===== src/rtl/dsm_pkg.sv =====
// Shared definitions for the modulator front end: sample width, interpolator
// state encoding and the reciprocal-constant helper.
package dsm_pkg;

  localparam int unsigned W_SAMPLE = 20;

  typedef enum logic [1:0] {
    IDLE,
    RUN,
    HOLD
  } interp_state_e;

  // round(2^shift / r), so a divide by R becomes a multiply and shift
  function automatic int unsigned inv_r(input int unsigned r, input int unsigned shift);
    return ((32'd1 << shift) + (r / 2)) / r;
  endfunction

endpackage


===== src/rtl/dsm_sample_fifo.sv =====
// Two-entry registered FIFO with show-ahead read data; a push is accepted
// while full if a pop happens in the same cycle.
module dsm_sample_fifo #(
  parameter int unsigned W = 20
) (
  input  logic         clock,
  input  logic         reset,
  input  logic         push,
  input  logic [W-1:0] push_data,
  input  logic         pop,
  output logic [W-1:0] pop_data,
  output logic         empty,
  output logic         full
);

  logic [W-1:0] mem [2];
  logic         wr_ptr;
  logic         rd_ptr;
  logic [1:0]   count;
  logic         push_ok;
  logic         pop_ok;

  assign empty    = (count == 2'd0);
  assign full     = (count == 2'd2);
  assign pop_ok   = pop && !empty;
  assign push_ok  = push && (!full || pop_ok);
  assign pop_data = mem[rd_ptr];

  always_ff @(posedge clock) begin
    if (reset) begin
      wr_ptr <= 1'b0;
      rd_ptr <= 1'b0;
      count  <= '0;
    end else begin
      if (push_ok) begin
        mem[wr_ptr] <= push_data;
        wr_ptr      <= ~wr_ptr;
      end
      if (pop_ok) begin
        rd_ptr <= ~rd_ptr;
      end
      unique case ({push_ok, pop_ok})
        2'b10:   count <= count + 2'd1;
        2'b01:   count <= count - 2'd1;
        default: count <= count;
      endcase
    end
  end

endmodule


===== src/rtl/dsm_interp_upsampler.sv =====
// Linear-interpolating upsampler feeding dsm_top vin: ramps from the previous
// sample to the next over R fast cycles, holding the last value on underrun.
module dsm_interp_upsampler
  import dsm_pkg::*;
#(
  parameter int unsigned W     = W_SAMPLE,
  parameter int unsigned R     = 50,
  parameter int unsigned SHIFT = 16,
  parameter int unsigned INV_R = inv_r(R, SHIFT)
) (
  input  logic                clock,
  input  logic                reset,
  input  logic signed [W-1:0] din,
  input  logic                din_valid,
  output logic                din_ready,
  output logic signed [W-1:0] vout,
  output logic                vout_valid,
  output logic                underrun
);

  localparam int unsigned PW = W + SHIFT + 2;
  localparam logic signed [PW-1:0] INV_X    = PW'(INV_R);
  localparam logic signed [PW-1:0] STEP_MAX = {{(PW-W){1'b0}}, {W{1'b1}}};
  localparam logic signed [PW-1:0] STEP_MIN = {{(PW-W){1'b1}}, {W{1'b0}}};
  localparam logic signed [W+1:0]  ACC_MAX  = {3'b000, {(W-1){1'b1}}};
  localparam logic signed [W+1:0]  ACC_MIN  = {3'b111, {(W-1){1'b0}}};
  localparam logic [7:0]           PH_POP   = 8'(R - 2);
  localparam logic [7:0]           PH_LAST  = 8'(R - 1);

  interp_state_e      state, state_n;
  logic [7:0]         phase, phase_n;
  logic signed [W+1:0] acc, acc_n;
  logic signed [W:0]  step, step_n, step_pend, step_pend_n;
  logic [W-1:0]       x_prev, x_prev_n, x_next, x_next_n, x_pend, x_pend_n;
  logic               have_pend, have_pend_n;
  logic               underrun_n;
  logic               fifo_pop;
  logic               fifo_empty;
  logic               fifo_full;
  logic [W-1:0]       fifo_data;

  function automatic logic signed [W:0] calc_step(input logic [W-1:0] tgt,
                                                  input logic [W-1:0] base);
    logic signed [W:0]    diff;
    logic signed [PW-1:0] prod;
    logic signed [PW-1:0] sh;
    diff = $signed({tgt[W-1], tgt}) - $signed({base[W-1], base});
    prod = PW'(diff) * INV_X;
    sh   = prod >>> SHIFT;
    if (sh > STEP_MAX) return {1'b0, {W{1'b1}}};
    if (sh < STEP_MIN) return {1'b1, {W{1'b0}}};
    return sh[W:0];
  endfunction

  function automatic logic signed [W+1:0] widen(input logic [W-1:0] x);
    return {{2{x[W-1]}}, x};
  endfunction

  dsm_sample_fifo #(.W(W)) u_fifo (
    .clock     (clock),
    .reset     (reset),
    .push      (din_valid && din_ready),
    .push_data (din),
    .pop       (fifo_pop),
    .pop_data  (fifo_data),
    .empty     (fifo_empty),
    .full      (fifo_full)
  );

  assign din_ready  = !fifo_full;
  assign vout_valid = (state != IDLE);

  always_ff @(posedge clock) begin
    if (reset) begin
      state     <= IDLE;
      phase     <= '0;
      acc       <= '0;
      step      <= '0;
      step_pend <= '0;
      x_prev    <= '0;
      x_next    <= '0;
      x_pend    <= '0;
      have_pend <= 1'b0;
      underrun  <= 1'b0;
    end else begin
      state     <= state_n;
      phase     <= phase_n;
      acc       <= acc_n;
      step      <= step_n;
      step_pend <= step_pend_n;
      x_prev    <= x_prev_n;
      x_next    <= x_next_n;
      x_pend    <= x_pend_n;
      have_pend <= have_pend_n;
      underrun  <= underrun_n;
    end
  end

  // The sample popped at R-2 lands in x_pend so x_next stays the snap target
  // for the wrap one cycle later.
  always_comb begin
    state_n     = state;
    phase_n     = phase;
    acc_n       = acc;
    step_n      = step;
    step_pend_n = step_pend;
    x_prev_n    = x_prev;
    x_next_n    = x_next;
    x_pend_n    = x_pend;
    have_pend_n = have_pend;
    underrun_n  = underrun;
    fifo_pop    = 1'b0;
    unique case (state)
      IDLE, HOLD: begin
        if (state == HOLD) underrun_n = 1'b1;
        if (!fifo_empty) begin
          fifo_pop    = 1'b1;
          x_next_n    = fifo_data;
          step_n      = calc_step(fifo_data, x_prev);
          acc_n       = widen(x_prev);
          phase_n     = '0;
          have_pend_n = 1'b0;
          state_n     = RUN;
        end
      end
      RUN: begin
        acc_n   = acc + {step[W], step};
        phase_n = phase + 8'd1;
        if (phase == PH_POP && !fifo_empty) begin
          fifo_pop    = 1'b1;
          x_pend_n    = fifo_data;
          step_pend_n = calc_step(fifo_data, x_next);
          have_pend_n = 1'b1;
        end
        if (phase == PH_LAST) begin
          acc_n    = widen(x_next);
          x_prev_n = x_next;
          phase_n  = '0;
          if (have_pend) begin
            x_next_n    = x_pend;
            step_n      = step_pend;
            have_pend_n = 1'b0;
          end else begin
            state_n    = HOLD;
            underrun_n = 1'b1;
          end
        end
      end
      default: state_n = IDLE;
    endcase
  end

  always_comb begin
    vout = '0;
    unique case (state)
      RUN: begin
        if (acc > ACC_MAX)      vout = {1'b0, {(W-1){1'b1}}};
        else if (acc < ACC_MIN) vout = {1'b1, {(W-1){1'b0}}};
        else                    vout = acc[W-1:0];
      end
      HOLD:    vout = x_prev;
      default: vout = '0;
    endcase
  end

endmodule


===== config.mk =====
export PLATFORM = sky130hd
export DESIGN_NAME = dsm_interp_upsampler
export DESIGN_NICKNAME = d
export VERILOG_FILES = /design/src/rtl/dsm_pkg.sv /design/src/rtl/dsm_sample_fifo.sv /design/src/rtl/dsm_interp_upsampler.sv
export SDC_FILE = /design/constraint.sdc
export NUM_CORES = 1
export LEC_CHECK = 0
export CORE_MARGIN = 4
export CORE_UTILIZATION = 54
export CTS_BUF_LIST = sky130_fd_sc_hd__clkbuf_16
export CTS_CLUSTER_SIZE = 10
export DETAILED_ROUTE_END_ITERATION = 12
export GPL_TIMING_DRIVEN = 1
export PLACE_DENSITY = 0.81
export RECOVER_POWER = 50
export SYNTH_ARGS = -nofsm -noshare
export SYNTH_HDL_FRONTEND = slang
export SYNTH_SLANG_ARGS = --single-unit

===== constraint.sdc =====
create_clock -name clock -period 13 [get_ports clock]
set_input_delay 3.9 -clock clock [delete_from_list [all_inputs] [get_ports clock]]
set_output_delay 3.9 -clock clock [all_outputs]
set_load 0.1 [all_outputs]

# == Word level (Yosys, flattened, before mapping) ==
# Memories as Yosys holds them, arrays and structs flattened. A register that Yosys moved wholly into a read port is not among the register bits.
# Cells that the tools add are included.
# classes
n_addsub,6
n_mul,2
div_mod_pow,0
n_lt_le_gt_ge,6
n_eq_ne,12
n_shift,0
n_mux,61
bitwise,2
n_reduce_logical,19
# ops
op,n
$mux W21,11
$mux W20,5
$pmux W20 S2,2
$mul A21 B12 Y33 const B,2
$mux W22,2
$pmux W22 S2,1
$gt A17 B21 Y1 const B,2
$lt A17 B21 Y1 const B,2
$pmux W21 S2,1
$sub A20 B20 Y21,2
$mux W1,28
$add A22 B22 Y22,1
$gt A22 B20 Y1 const B,1
$lt A22 B20 Y1 const B,1
$eq A8 B6 Y1 const B,2
$mux W8,2
$pmux W8 S2,1
$ne A2 B2 Y1 const B,5
$add A8 B1 Y8 const B,1
$pmux W2 S2,2
$reduce_and A4 Y1,2
$eq A2 B2 Y1 const B,3
$mux W2,3
$pmux W1 S2,3
12 further kinds,23
# word_totals
reg_bits,140
latch_bits,0
mem_bits_rw,40
rom_bits,0
in_bits,23
n_memories,1
# mem_list
memory,depth,width,read_ports,rd_ports_with_merged_regs,write_ports,line_no,rtl
u_fifo.mem,2,20,1,1,1,dsm_sample_fifo.sv:16,logic [W-1:0] mem [2];

# == Depth between registers and ports, before layout ==
# depth
word_depth,13
ltp_mapped,33

# == Modules after synthesis ==
# Synthesis repeated with hierarchy kept, for this count alone.
# hier_totals
hier_cells,2140
area_unflattened_um2,19050.8
# modules_own_cells
mod,instances,cells_each,area_per_inst_um2,seq_area_each_um2
dsm_interp_upsampler,1,2052,17380.4,2602.5
dsm_sample_fifo,1,88,1670.4,1301.2

# == Worst setup path before layout ==
# OpenSTA, ideal clock, no wires.
# synth_timing
kind,flip-flop to flip-flop
start,register (tool-made name)
end,register step_pend[11]
setup_ps,127
arrival_ps,7974
t_required_ps,12873
slack_ps,4899
path_stages_with_launch,32
path_buffers,1
synth_period_minus_slack_ps,8101
path_cell_list,dfxtp_1 > clkbuf_1 > mux2i_1 > ha_1 > inv_1 > fa_1 > a21o_1 > a31oi_1 > o211ai_1 > a21o_1 > a21o_1 > a21o_1 > a21o_1 > xor2_1 > inv_1 > fa_1 > inv_1 > fa_1 > fa_1 > inv_1 > fa_1 > inv_1 > ha_1 > a211o_1 > a311oi_2 > nor3b_1 > o31a_1 > a311o_1 > a21o_1 > a21o_1 > and3_1 > or3_1
# synth_lines
item,line_no,rtl
"end signal, assigned",dsm_interp_upsampler.sv:90,step_pend <= step_pend_n;
"end, declared",dsm_interp_upsampler.sv:33,"logic signed [W:0] step, step_n, step_pend, step_pend_n;"

==> qor.yml <==
status: "finished with violations"
violations: "max-capacitance violations, max-slew violations"
die_w_um: 198
netlist_instances: 2245
fin_util_pct: 59.0
cp-end-kind: "flop"
nets: 2734
cts-htree-levels: 4
synth_top_area_share_pct: 18.9
synth_common_cells: "inv_1, ha_1, nand2_1"
syn_nets: 2725
min_period_ps: 9050
fin_crit_sh_pct: 69.6
row_count: 69
synthArstFlopShare_pct: 0
netlist_top_cells_area: "fa_1, ha_1, dfxtp_1"
crit_path_max_incr_delay_ps: 590
worstSetupPathType: "flop to flop"
synth_top_area_cell: "fa_1"
dp.cells: 2696
dr_total_vias: 15900
required_ps: 13320
path_common_cell: "inv_1"
rsz0062_at_grt: "no"
cts_tree: "yes"
stdcell_count: 2728
grt_max_degree: 86
synth_edf_count: 40
final.setup_skew_ps: 13.1
fmax_ghz: 0.110
drtPass1Iterations: 6
track_usage_pct: 25.4
slowest_stage: "fa_1"
synth-seq-cells: 175
hold_class: "flop to flop"
viasPerCell: 5.82
worst_slew_pin_slew_ps: 2470
cts_setup_buffers: 0
clkTransAtPathRegs_ps: 70
grt_pass1_wl_um: 81200
coreArea_um2: 35700
drive_above_1_share_pct: 2.87
crit_arrival_ps: 9370
max-cap-violations: 1
slew-limit-headroom_pct: -64.4
globalRouteOverflowTotal: 0
ys_types: 65
initial_core_util_pct: 54.9
hpwl_um: 38500
slew_viol_final: 54
hold_viol: 0
io_buffers: 45
area_delta_synth_final_pct: 7.50
first_iter_violations: 1219
start_kind: "flop"
cp_max_fo: 20
io_pins: 46
drt-total-wl_um: 49200
wire_per_inst_um: 18.0
syn_area_um2: 19600
yosysWarnings: 0
cts_made_buffers: 17
yosysMostFrequentCell: "inv_1"
setup_tns_ps: 0
clockRootBuffer: "clkbuf_16"
ant_nets: 0
ctsResizeCount: 0
clock-sinks: 175
die_y_um: 198
worstHoldStart: "step_pend[8]$_SDFFE_PP0P_"
setup_viol: 0
ys_seq_area_share_pct: 20.0
place_congestion: 0.936
hold_slack_ps: 452
cts_hold_repair.buffers: 0
diodes: 0
dieArea_um2: 39300
first_global_vias: 16100
antenna_found_initial: 0
yosys_most_used_dff: "dfxtp_1"
cts.path.max_buffers: 2
synth.avg_cell_area_um2: 8.71
drc: 0
insertion_delay_ps: 440
area by class of cell:
| cell class | instances | area, um2 |
|---|---|---|
| Multi-Input combinational cell | 1581 | 13800 |
| Timing Repair Buffer | 61 | 557 |
| Clock inverter | 15 | 156 |
| Fill cell | 3017 | 14600 |
| Inverter | 418 | 1570 |
| Clock buffer | 17 | 425 |
| Sequential cell | 175 | 3900 |
| Tap cell | 461 | 577 |
final timing paths:
path	to	slack [ps]	depth (start not counted)
max	step_pend[11]$_SDFFE_PP0P_	3950	32
min	step_pend[8]$_SDFFE_PP0P_	450	2
max reg2reg	step_pend[11]$_SDFFE_PP0P_	3950	32
min reg2reg	step_pend[8]$_SDFFE_PP0P_	450	2
cell families after synthesis:
| group | count (synthesis) | synth area share [%] |
|---|---|---|
| DFF | 175 | 20.0 |
| xor gates and xnor gates | 96 | 4.37 |
| muxes | 30 | 1.55 |
| buffers and inverters | 489 | 9.38 |
| AOI/OAI and AO/OA | 513 | 17.0 |
| and+or+nand+nor | 485 | 11.4 |
| adders and majority gates | 457 | 36.3 |
layer usage:
metal	share of wire, %	vias up	routed length, um	GRT usage, %
li1	-	7523	-	-
met1	42	7637	20900	34.9
met5	0	-	0	0
met4	2.1	0	1050	6.22
met2	47	627	23100	41.9
met3	8.5	85	4180	4.75
cells in the final DEF (no fill, tap or decap), drive strengths merged, types with 6 or more instances in the layout:
cell / count
nor2b: 15
a211o: 10
nand3: 22
nand2b: 13
o211ai: 53
a21oi: 157
o21a: 20
dfxtp: 135
nor3: 26
clkinv: 6
nand2: 212
nand4: 6
buf: 14
a21o: 53
and2: 11
o31ai: 8
dlygate4sd3: 20
clkdlybuf4s50: 24
and3: 18
a311oi: 6
xor2: 43
or3: 20
inv: 422
mux2i: 27
a21boi: 24
nor3b: 11
fa: 185
or2: 6
edfxtp: 40
ha: 272
clkbuf: 20
nor2: 105
xnor2: 52
a211oi: 38
o21ai: 87
sequential cells by signal, indices dropped and copies added, names as in the netlist, 2 cells and up, named ones only:
name and count:
state 2, u_fifo.mem 40, step 18, phase 8, step_pend 18, x_next 20
x_prev 20, u_fifo.count 2, x_pend 20, acc 22
critical path: cells and delay by family, from the launching register on:
kind	cells	cell delay, ps
AO/OA/AOI/OAI	9	2560
XOR/XNOR	1	530
adder cells (fa/ha/maj)	6	2680
buffers and inverters	6	990
flip-flops	1	310
multiplexers	1	480
AND/OR/NAND/NOR	9	1350
through the flow:
stage               area, um2  setup slack [ps]
global route            21000              3470
finish                  21000              3950
CTS                     21100              3980
detailed placement      20500              4020
global placement        20500              4240
floorplan               19600              4900
Power is not shown: default switching activity piles up to over one toggle a cycle in this logic, so the estimate is an artifact.
